### config.mk
export PLATFORM = sky130hd
export DESIGN_NAME = alarm_clock_core
export DESIGN_NICKNAME = d
export VERILOG_FILES = /design/src/rtl/alarm_clock_core.sv
export SDC_FILE = /design/constraint.sdc
export NUM_CORES = 1
export LEC_CHECK = 0
export ABC_CLOCK_PERIOD_IN_PS = 11050
export BUFFER_PORTS_ARGS = -buffer_cell sky130_fd_sc_hd__buf_2
export CAP_MARGIN = 30
export CORE_ASPECT_RATIO = 1.4
export CORE_UTILIZATION = 58
export CTS_CLUSTER_SIZE = 8
export DETAILED_ROUTE_END_ITERATION = 8
export PLACE_DENSITY = 0.83
export SLEW_MARGIN = 20
export SYNTH_ARGS = -nofsm -noshare
export SYNTH_HDL_FRONTEND = slang
export SYNTH_SLANG_ARGS = --single-unit
### constraint.sdc
create_clock -name clk -period 11.05 [get_ports clk]
set_clock_uncertainty 0.1 [all_clocks]
set_input_delay 2.21 -clock clk [delete_from_list [all_inputs] [get_ports clk]]
set_output_delay 2.21 -clock clk [all_outputs]
set_load 0.02 [all_outputs]
### src/rtl/alarm_clock_core.sv
// 24 h clock with alarm: set-mode FSM, field blinking, timed ringing with snooze,
// and a registered seven-segment driver for 4 (hh:mm) or 6 (hh:mm:ss) digits.
module alarm_clock_core #(
    parameter int TICK_DIV       = 50_000_000,
    parameter int SHOW_SECONDS   = 0,
    parameter int SEG_ACTIVE_LOW = 1,
    parameter int ALARM_LEDS     = 7,
    parameter int RING_SECS      = 60
) (
    input  logic                            clk,
    input  logic                            rst,
    input  logic                            btn_mode,
    input  logic                            btn_inc,
    input  logic                            btn_snooze,
    output logic [7*(4+2*SHOW_SECONDS)-1:0] seg,
    output logic [ALARM_LEDS-1:0]           alarm_leds,
    output logic                            alarm_active,
    output logic                            sec_tick
);

    localparam int ND  = 4 + 2*SHOW_SECONDS;
    localparam int OFS = 2 - 2*SHOW_SECONDS;
    localparam int PW  = $clog2(TICK_DIV);
    localparam int RW  = $clog2(RING_SECS + 1);
    localparam logic [PW-1:0] PRE_LAST = PW'(TICK_DIV - 1);
    localparam logic [PW-1:0] PRE_HALF = PW'(TICK_DIV / 2);

    typedef enum logic [2:0] {
        RUN,
        SET_HOUR,
        SET_MIN,
        SET_ALM_HOUR,
        SET_ALM_MIN
    } mode_t;

    mode_t mode_reg, mode_next;

    logic [PW-1:0]         pre_reg;
    logic [4:0]            hour_reg;
    logic [5:0]            min_reg;
    logic [5:0]            sec_reg;
    logic [4:0]            alm_hour_reg;
    logic [5:0]            alm_min_reg;
    logic                  sec_tick_reg;
    logic                  ring_reg;
    logic [RW-1:0]         ring_cnt_reg;
    logic [ALARM_LEDS-1:0] leds_reg;
    logic [7*ND-1:0]       seg_reg;
    logic [7*ND-1:0]       seg_next;

    logic pre_wrap, run_tick, leave_set_min, inc_ok, alarm_match;

    function automatic logic [6:0] seg_font(input logic [3:0] d, input logic blank);
        logic [6:0] p;
        case (d)
            4'd0:    p = 7'h3F;
            4'd1:    p = 7'h06;
            4'd2:    p = 7'h5B;
            4'd3:    p = 7'h4F;
            4'd4:    p = 7'h66;
            4'd5:    p = 7'h6D;
            4'd6:    p = 7'h7D;
            4'd7:    p = 7'h07;
            4'd8:    p = 7'h7F;
            4'd9:    p = 7'h6F;
            default: p = 7'h00;
        endcase
        if (blank) p = 7'h00;
        return (SEG_ACTIVE_LOW != 0) ? ~p : p;
    endfunction

    assign pre_wrap      = (pre_reg == PRE_LAST);
    assign run_tick      = (mode_reg == RUN) && pre_wrap;
    assign leave_set_min = (mode_reg == SET_MIN) && btn_mode;
    assign inc_ok        = btn_inc && !btn_mode;
    // Only a freshly advanced time can trigger; setting the time never rings.
    assign alarm_match   = sec_tick_reg && (sec_reg == 6'd0) &&
                           (hour_reg == alm_hour_reg) && (min_reg == alm_min_reg);

    always_ff @(posedge clk or negedge rst) begin
        if (!rst) mode_reg <= RUN;
        else      mode_reg <= mode_next;
    end

    always_comb begin
        mode_next = mode_reg;
        if (btn_mode) begin
            case (mode_reg)
                RUN:          mode_next = SET_HOUR;
                SET_HOUR:     mode_next = SET_MIN;
                SET_MIN:      mode_next = SET_ALM_HOUR;
                SET_ALM_HOUR: mode_next = SET_ALM_MIN;
                SET_ALM_MIN:  mode_next = RUN;
                default:      mode_next = RUN;
            endcase
        end
    end

    always_ff @(posedge clk or negedge rst) begin
        if (!rst) begin
            pre_reg      <= '0;
            hour_reg     <= '0;
            min_reg      <= '0;
            sec_reg      <= '0;
            alm_hour_reg <= '0;
            alm_min_reg  <= '0;
            sec_tick_reg <= 1'b0;
        end else begin
            sec_tick_reg <= run_tick;
            if (leave_set_min || pre_wrap) pre_reg <= '0;
            else                           pre_reg <= pre_reg + 1'b1;

            if (leave_set_min) begin
                sec_reg <= '0;
            end else if (run_tick) begin
                if (sec_reg == 6'd59) begin
                    sec_reg <= '0;
                    if (min_reg == 6'd59) begin
                        min_reg  <= '0;
                        hour_reg <= (hour_reg == 5'd23) ? 5'd0 : hour_reg + 5'd1;
                    end else begin
                        min_reg <= min_reg + 6'd1;
                    end
                end else begin
                    sec_reg <= sec_reg + 6'd1;
                end
            end

            if (inc_ok) begin
                case (mode_reg)
                    SET_HOUR:     hour_reg     <= (hour_reg == 5'd23)    ? 5'd0 : hour_reg + 5'd1;
                    SET_MIN:      min_reg      <= (min_reg == 6'd59)     ? 6'd0 : min_reg + 6'd1;
                    SET_ALM_HOUR: alm_hour_reg <= (alm_hour_reg == 5'd23) ? 5'd0 : alm_hour_reg + 5'd1;
                    SET_ALM_MIN:  alm_min_reg  <= (alm_min_reg == 6'd59)  ? 6'd0 : alm_min_reg + 6'd1;
                    default:      ;
                endcase
            end
        end
    end

    always_ff @(posedge clk or negedge rst) begin
        if (!rst) begin
            ring_reg     <= 1'b0;
            ring_cnt_reg <= '0;
            leds_reg     <= '0;
        end else if (ring_reg) begin
            if (btn_snooze) begin
                ring_reg <= 1'b0;
                leds_reg <= '0;
            end else if (sec_tick_reg) begin
                if (ring_cnt_reg <= RW'(1)) begin
                    ring_reg     <= 1'b0;
                    ring_cnt_reg <= '0;
                    leds_reg     <= '0;
                end else begin
                    ring_cnt_reg <= ring_cnt_reg - 1'b1;
                    leds_reg     <= {leds_reg[ALARM_LEDS-2:0], leds_reg[ALARM_LEDS-1]};
                end
            end
        end else if (alarm_match) begin
            ring_reg     <= 1'b1;
            ring_cnt_reg <= RW'(RING_SECS);
            leds_reg     <= ALARM_LEDS'(1);
        end
    end

    // Six logical digits (ss, mm, hh, LSD first); 4-digit builds skip the seconds pair.
    logic [3:0] full_val   [6];
    logic       full_blank [6];
    logic       show_alarm, blink_off, blank_h, blank_m;
    logic [4:0] disp_h;
    logic [5:0] disp_m, disp_s;

    always_comb begin
        show_alarm = (mode_reg == SET_ALM_HOUR) || (mode_reg == SET_ALM_MIN);
        blink_off  = (pre_reg >= PRE_HALF);
        blank_h    = blink_off && ((mode_reg == SET_HOUR) || (mode_reg == SET_ALM_HOUR));
        blank_m    = blink_off && ((mode_reg == SET_MIN)  || (mode_reg == SET_ALM_MIN));
        disp_h     = show_alarm ? alm_hour_reg : hour_reg;
        disp_m     = show_alarm ? alm_min_reg  : min_reg;
        disp_s     = show_alarm ? 6'd0         : sec_reg;
        full_val[0]   = 4'(disp_s % 6'd10);
        full_val[1]   = 4'(disp_s / 6'd10);
        full_val[2]   = 4'(disp_m % 6'd10);
        full_val[3]   = 4'(disp_m / 6'd10);
        full_val[4]   = 4'(disp_h % 5'd10);
        full_val[5]   = 4'(disp_h / 5'd10);
        full_blank[0] = 1'b0;
        full_blank[1] = 1'b0;
        full_blank[2] = blank_m;
        full_blank[3] = blank_m;
        full_blank[4] = blank_h;
        full_blank[5] = blank_h;
    end

    generate
        for (genvar gi = 0; gi < ND; gi++) begin : g_digit
            assign seg_next[7*gi +: 7] = seg_font(full_val[gi+OFS], full_blank[gi+OFS]);
        end
    endgenerate

    always_ff @(posedge clk or negedge rst) begin
        if (!rst) seg_reg <= {ND{seg_font(4'd0, 1'b0)}};
        else      seg_reg <= seg_next;
    end

    assign seg          = seg_reg;
    assign alarm_leds   = leds_reg;
    assign alarm_active = ring_reg;
    assign sec_tick     = sec_tick_reg;

endmodule

==> flow_metrics.tcl, run 1 <==
set metrics [dict create \
    grt_max_degree 66 \
    yosysTopAreaCellShare 0.372 \
    yosysMostFrequentCell "dfrtp_1" \
    slew_viol_final 0 \
    clk_pin_slew_ps 70 \
    yosysSeqAreaShare 0.389 \
    area_growth_pct 7.50 \
    drt-pass1-iter-count 5 \
    antenna_found_initial 0 \
    layout_setup_ws_ps 6470 \
    synthCells 712 \
    num-nets-final 765 \
    rr_startpoint "mode_reg[0]" \
    finalHoldViolCount 0 \
    postCtsSetupBuffers 0 \
    synth.net_count 748 \
    via_per_inst 6.13 \
    drt-total-wl_mm 14.3 \
    track_usage 0.264 \
    synth.distinct_cells 80 \
    r2r_cells 14 \
    stdcell_count 875 \
    core_sq_mm 0.0108 \
    synth_area_leaders "dfrtp_1 37%, ha_1 6.1%, o21ai_0 4.4%" \
    cts-htree-levels 3 \
    reg2reg_to "seg[4]" \
    status "complete, no violations" \
    vias 5361 \
    async_flop_share 1.00 \
    slew-limit-headroom 0.423 \
    crit_fanout 31 \
    fin_crit_sh 0.415 \
    cp-start-kind "flip-flop" \
    cts_tree "built" \
    ys_warn_count 0 \
    detail-route-antenna-nets 0 \
    cts_buffer_depth 2 \
    io_pins 42 \
    die-area_sq_mm 0.0114 \
    critical_path_arrival_ps 4690 \
    crit_end "seg[4]" \
    die_w_microns 90.7 \
    synth_seq_cells 99 \
    start_util 0.594 \
    synth_edf_count 0 \
    die_height_microns 126 \
    place_congestion 0.900 \
    drc 0 \
    clkLatencyLatePin_ps 350 \
    synthTopCellsByCount "95 x dfrtp_1, 58 x nor2_1, 56 x o21ai_0" \
    avgSynthCellArea_sq_um 8.97 \
    cap_viol_max_count 0 \
    placedCellCount 857 \
    rows 45 \
    synth_area_leader_cell "dfrtp_1" \
    tns_ps 0 \
    pre_cts_ws_ps 6580 \
    portBuffers 41 \
    antenna_cells 0 \
    grt_pass1_vias 5288 \
    critical_path_class "reg -> reg" \
    grt_remaining_overflow 0 \
    ctsResizeCount 0 \
    grt_pass1_wl_mm 24.4 \
    worst_slew_pin_slew_ps 865 \
    synthesis.area_sq_mm 0.00639 \
    synth_ff_type "dfrtp_1" \
    drive_above_1_share 0.134 \
    cts.sinks 99 \
    required_ps 11150 \
    fmax_mhz 218 \
    cts_root_buffer "clkbuf_16" \
    hold_buffers 0 \
    hold_ws_ps 414 \
    reg2reg_setup_slack_ps 6470 \
    largest_reg_flops 27 \
    drtIter0Drc 336 \
    endpoint_kind "flip-flop" \
    dp_hpwl_mm 10.0 \
    min_period_ps 4580 \
    grt_setup_unrepaired "no" \
    crit_start "mode_reg[0]" \
    finalSetupViolations 0 \
    hold_path_class "reg -> reg" \
    routedWlPerCell_microns 16.3 \
    numCtsBuffers 9 \
]
[through the flow]
stage	utilization	instance area, sq um
floorplan	-	6390
global placement	0.611	6570
detailed placement	0.611	6570
CTS	0.637	6850
global route	0.638	6870
finish	0.638	6870
[final cells by class]
| class | instances | area [sq um] |
|---|---|---|
| clock inverter | 4 | 26.3 |
| multi-input combinational | 529 | 3520 |
| timing repair buffer | 45 | 241 |
| clock buffer | 12 | 246 |
| inverter | 45 | 173 |
| fill | 865 | 3890 |
| tap | 141 | 176 |
| sequential | 99 | 2480 |
[layer usage]
layer / GRT usage / up-vias / share of wire
met5: 0 / - / 0
met4: 0.131 / 0 / 0.034
met3: 0.0435 / 43 / 0.043
met2: 0.452 / 174 / 0.51
met1: 0.319 / 2569 / 0.41
li1: - / 2575 / -
[worst max-delay path: stages (launching register included)]
cell and delay [ps]:
dfrtp_1 910, nor2b_1 550, a2bb2oi_2 120, o211a_4 180
inv_4 100, ha_1 270, nand2b_1 200, o221ai_1 140
o311a_1 190, or2_0 340, ha_1 410, nor3_1 480
inv_1 150, a31oi_1 200, a32oi_1 80
[kinds of logic after synthesis]
logic type / count (synthesis) / share of synthesized area
adders and majority gates: 31 / 0.0607
AOI/OAI and AO/OA: 179 / 0.199
DFF: 99 / 0.389
and+or+nand+nor: 269 / 0.217
xor gates and xnor gates: 37 / 0.0507
buffers and inverters: 84 / 0.0601
muxes: 13 / 0.0233
[worst min-delay path by stage]
stage               cells past startpoint            end          start  slack [ps]
floorplan                               1     pre_reg[0]     pre_reg[0]         370
global placement                        1     pre_reg[0]     pre_reg[0]         390
detailed placement                      1     pre_reg[0]     pre_reg[0]         410
CTS                                     1  alarm_leds[0]  alarm_leds[0]         420
global route                            1  alarm_leds[0]  alarm_leds[0]         460
finish                                  1  alarm_leds[0]  alarm_leds[0]         410
[cell usage in the layout, fill, tap and decap left out, types with 21 or more instances in the layout]
master and instances:
dfrtp_1 95, nor2_1 58, o21ai_0 56, nand2_1 54, inv_1 42, buf_2 40
ha_1 31, nand3_1 30, nor3_1 27, a21oi_1 24, xor2_1 21
Power of run 1 is not shown: default switching activity piles up to over one toggle a cycle in this logic, so the estimate is an artifact.
==> inputs of run 2 (changes only) <==
- ABC_AREA: default -> 1
- ABC_CLOCK_PERIOD_IN_PS: 11050 -> 3900
- CORE_UTILIZATION: 58 -> 55
- clock period: 11.05 -> 3.9 ns (I/O delays scaled with it)
==> flow_metrics.tcl, run 2 <==
set metrics [dict create \
    leakagePower_nw 3.23 \
    core_sq_mm 0.0104 \
    hold_buffers 0 \
    synth_ff_type "dfrtp_1" \
    cp_slowest_stage_delay_ps 480 \
    synthTopCellsByCount "148 x nand2_1, 119 x inv_1, 95 x dfrtp_1" \
    postCtsSetupBuffers 0 \
    area_growth_pct 11.9 \
    endpoint_kind "flip-flop" \
    yosysTopAreaCellShare 0.404 \
    status "complete, no violations" \
    ys_warn_count 0 \
    cts.sinks 99 \
    async_flop_share 1.00 \
    synth_area_leader_cell "dfrtp_1" \
    critical_path_class "reg -> reg" \
    antenna_cells 0 \
    largest_reg_flops 27 \
    path_delay_family "simple AND/OR/NAND/NOR gates" \
    fmax_mhz 292 \
    path_cells "nor2_2, nand2_4, nand2_8, nand2_4, o21a_4, ha_1, inv_1, nand2_2, nand2_4, xor2_4, ha_1, a21oi_1, nand2_2, nand2_2, nand2_4, xor2_2, inv_2, ha_1, or2_1, nand3_1, nand2_1" \
    io_pins 42 \
    avgSynthCellArea_sq_um 7.99 \
    slew_viol_final 0 \
    min_period_ps 3420 \
    grt_pass1_wl_mm 21.6 \
    stdcell_count 928 \
    cts_buffer_depth 2 \
    worst_slew_pin_slew_ps 673 \
    die-area_sq_mm 0.0111 \
    drt-total-wl_mm 12.6 \
    die_height_microns 124 \
    dp_hpwl_mm 9.38 \
    cts-htree-levels 3 \
    antenna_found_initial 0 \
    final_common_cell "nand2_1" \
    drt-pass1-iter-count 5 \
    drtIter0Drc 273 \
    mostFrequentLayoutCells "148 x nand2_1, 119 x inv_1, 95 x dfrtp_1, 57 x nor2_1, 56 x nand3_1" \
    hold_path_class "in -> async" \
    rr_startpoint "mode_reg[1]" \
    portBuffers 41 \
    pre_cts_ws_ps 488 \
    placedCellCount 912 \
    grt_remaining_overflow 0 \
    slew-limit-headroom 0.547 \
    final_cell_area_sq_mm 0.00659 \
    fin_crit_sh 0.877 \
    synth_seq_cells 99 \
    finalSetupViolations 0 \
    critical_path_arrival_ps 3550 \
    crit_start "mode_reg[1]" \
    cp_num_buf_inv 2 \
    detail-route-antenna-nets 0 \
    yosysSeqAreaShare 0.421 \
    rows 44 \
    tns_ps 0 \
    finalPower_mw 6.03 \
    synth_edf_count 0 \
    drive_above_1_share 0.139 \
    worst_path_most_repeated_cell "nand2_4" \
    synth.net_count 773 \
    drc 0 \
    routedWlPerCell_microns 13.5 \
    clkLatencyLatePin_ps 350 \
    synth.distinct_cells 53 \
    cap_viol_max_count 0 \
    start_util 0.566 \
    place_congestion 0.845 \
    ir_worst_vdd_mv 1.61 \
    clk_pin_slew_ps 70 \
    cp_slowest_cell "dfrtp_1" \
    cts_root_buffer "clkbuf_16" \
    yosysMostFrequentCell "nand2_1" \
    ctsResizeCount 0 \
    track_usage 0.246 \
    cts_tree "built" \
    crit_fanout 19 \
    die_w_microns 89.5 \
    synthCells 737 \
    num-nets-final 821 \
    required_ps 4040 \
    vias 5039 \
    finalHoldViolCount 0 \
    grt_setup_unrepaired "no" \
    power.density_mw_per_mm2 915 \
    via_per_inst 5.43 \
    numCtsBuffers 9 \
    placed_cell_area_sq_mm 0.00627 \
    synthesis.area_sq_mm 0.00589 \
    cp-start-kind "flip-flop" \
    synth_area_leaders "dfrtp_1 40%, nand2_1 9.4%, inv_1 7.6%" \
    grt_max_degree 61 \
    layout_setup_ws_ps 481 \
    grt_pass1_vias 5074 \
]
[run 2: stage by stage]
step            util  hold WS (ps)
2_1_floorplan      -           332
3_3_place_gp   0.600           347
3_5_place_dp   0.603           353
4_1_cts        0.634           242
5_1_grt        0.634           265
6_report       0.634           238
[run 2: cell families (layout without fill, tap and decap cells)]
family | Yosys count | count (layout) | synth area share
xor gates and xnor gates | 14 | 14 | 0.0278
adders and majority gates | 31 | 31 | 0.0659
AOI/OAI and AO/OA | 124 | 124 | 0.130
muxes | 1 | 1 | 0.00191
buffers and inverters | 131 | 184 | 0.0860
DFF | 99 | 99 | 0.421
and+or+nand+nor | 337 | 337 | 0.267
[run 2: area by class of cell]
cell class | instances | area [sq um]
Clock buffer | 10 | 229
Tap cell | 138 | 173
Sequential cell | 99 | 2480
Fill cell | 852 | 3810
Inverter | 124 | 468
Timing Repair Buffer | 44 | 250
Multi-Input combinational cell | 507 | 2900
Clock inverter | 6 | 90.1
[run 2: report_power, final]
group	internal, mW	total, mW	switching (mW)
Combinational	1.22	3.50	2.29
Sequential	1.36	1.57	0.214
Clock	0.562	0.956	0.394
Total	3.14	6.03	2.89
[run 2: final timing paths]
kind	endpoint	slack, ps	cells after the start
min in group clk	pre_reg[0]	360	1
setup / recovery	seg[17]	480	21
hold / removal	pre_reg[14]	240	1
setup reg to reg	seg[17]	480	21
max in group asynchronous	seg[6]	2820	2
hold reg to reg	pre_reg[0]	360	1
[run 2: layer usage]
layer / routed length, microns / vias to the layer above / track usage / share of wire
met5: 0 / - / 0 / 0
met2: 6890 / 109 / 0.441 / 0.55
met3: 392 / 31 / 0.0457 / 0.031
li1: - / 2506 / - / -
met1: 4980 / 2393 / 0.269 / 0.40
met4: 314 / 0 / 0.119 / 0.025
No activity file was read; power rests on OpenSTA's default activity.
==> inputs of run 3 (changes only) <==
- ABC_CLOCK_PERIOD_IN_PS: 3900 -> 4400
- CORE_UTILIZATION: 55 -> 58
- PLACE_DENSITY: 0.83 -> 0.87
- clock period: 3.9 -> 4.4 ns (I/O delays scaled with it)
==> flow_metrics.tcl, run 3 (synthesis results as in run 2) <==
set metrics [dict create \
    cp_slowest_stage_delay_ps 490 \
    num-nets-final 819 \
    antenna_found_initial 0 \
    core_sq_mm 0.00990 \
    io_pins 42 \
    reg2reg_setup_slack_ps 900 \
    final_common_cell "nand2_1" \
    finalHoldViolCount 0 \
    portBuffers 41 \
    cts-htree-levels 3 \
    required_ps 4540 \
    die_w_microns 87.2 \
    largest_reg_flops 27 \
    cts_tree "built" \
    slew_viol_final 0 \
    cp-start-kind "flip-flop" \
    tns_ps 0 \
    routed-wl-met3_microns 400 \
    crit_fanout 19 \
    track_usage 0.263 \
    hold_buffers 0 \
    grt_pass1_vias 5123 \
    worst_slew_pin_slew_ps 804 \
    vias 5061 \
    fin_crit_sh 0.796 \
    area_growth_pct 11.1 \
    cts_buffer_depth 2 \
    die_height_microns 121 \
    cp_slowest_cell "dfrtp_1" \
    worst_path_most_repeated_cell "nand2_4" \
    layout_setup_ws_ps 899 \
    critical_path_arrival_ps 3640 \
    place_congestion 0.857 \
    start_util 0.595 \
    dp_hpwl_mm 9.44 \
    r2r_cells 21 \
    cts.sinks 99 \
    ctsResizeCount 0 \
    detail-route-antenna-nets 0 \
    cap_viol_max_count 0 \
    drt-met1-wl_mm 5.14 \
    path_delay_family "simple AND/OR/NAND/NOR gates" \
    met2_length_mm 7.09 \
    critical_path_class "reg -> reg" \
    drtIter0Drc 256 \
    postCtsSetupBuffers 0 \
    drt-total-wl_mm 12.9 \
    grt_remaining_overflow 0 \
    ir_worst_vdd_mv 1.12 \
    highest_layer "met4" \
    cts_root_buffer "clkbuf_16" \
    finalCoreUtilization 0.661 \
    slew-limit-headroom 0.464 \
    crit_start "mode_reg[1]" \
    stdcell_count 923 \
    hold_ws_ps 362 \
    clk_pin_slew_ps 70 \
    pre_cts_ws_ps 975 \
    crit_cells 21 \
    power.density_mw_per_mm2 813 \
    antenna_cells 0 \
    rows 43 \
    drc 0 \
    cp_num_buf_inv 2 \
    placedCellCount 907 \
    via_per_inst 5.48 \
    fmax_mhz 286 \
    path_cells "nor2_2, nand2_4, nand2_8, nand2_4, o21a_4, ha_1, inv_1, nand2_2, nand2_4, xor2_4, ha_1, a21oi_1, nand2_2, nand2_2, nand2_4, xor2_2, inv_2, ha_1, or2_1, nand3_1, nand2_1" \
    grt_max_degree 65 \
    rr_startpoint "mode_reg[1]" \
    grt_pass1_wl_mm 22.0 \
    reg2reg_to "seg[14]" \
    finalSetupViolations 0 \
    leakagePower_nw 3.22 \
    crit_end "seg[14]" \
    hold_path_class "reg -> reg" \
    min_period_ps 3500 \
    drive_above_1_share 0.138 \
    drt-pass1-iter-count 5 \
    mostFrequentLayoutCells "148 x nand2_1, 119 x inv_1, 95 x dfrtp_1, 57 x nor2_1, 56 x nand3_1" \
    die-area_sq_mm 0.0106 \
    grt_setup_unrepaired "no" \
    endpoint_kind "flip-flop" \
    status "complete, no violations" \
    clkLatencyLatePin_ps 350 \
    numCtsBuffers 9 \
    routedWlPerCell_microns 14.0 \
]
## run 3: changes by cell type in the layout (fill, tap and decap cells not counted), sizes merged
cell,change
inv,+2
buf,-2
clkinvlp,-2
bufinv,-1
clkinv,+1
## run 3: worst min path at each step
stage | startpoint | to | slack [ps] | cells past startpoint
after floorplan | pre_reg[0] | pre_reg[0] | 330 | 1
after global placement | pre_reg[0] | pre_reg[0] | 350 | 1
after detailed placement | pre_reg[0] | pre_reg[0] | 360 | 1
after CTS | pre_reg[0] | pre_reg[0] | 370 | 1
after global routing | pre_reg[0] | pre_reg[0] | 390 | 1
final | pre_reg[0] | pre_reg[0] | 360 | 1
## run 3: worst register-to-register path, delay by kind of cell (launching register included)
family	cells	cell delay (ps)
compound gates	2	200
xor+xnor	2	510
fa+ha+maj	3	560
buf+inv	2	160
flops	1	490
simple gates	12	1390
## run 3: through the flow
| step | total power, mW | area, sq um |
|---|---|---|
| final | 5.32 | 6550 |
| after global routing | 5.78 | 6550 |
| after CTS | 5.33 | 6550 |
| after detailed placement | 4.47 | 6230 |
| after global placement | 4.26 | 6230 |
| after floorplan | 3.82 | 5890 |
## run 3: area by class of cell
class | instances | area, sq um
Fill cell | 801 | 3350
Timing Repair Buffer | 42 | 215
Clock inverter | 6 | 71.3
Clock buffer | 10 | 239
Multi-Input combinational cell | 507 | 2900
Inverter | 124 | 468
Tap cell | 135 | 169
Sequential cell | 99 | 2480
## run 3: where the power goes
group	internal, mW	switching (mW)
combinational	1.07	2.04
clock	0.461	0.356
sequential	1.20	0.191
## run 3: per-layer routing
metal  vias to the layer above  global-route usage
met3                        29              0.0476
met1                      2414               0.287
li1                       2494                   -
met2                       124               0.491
met4                         0               0.113
met5                         -                   0
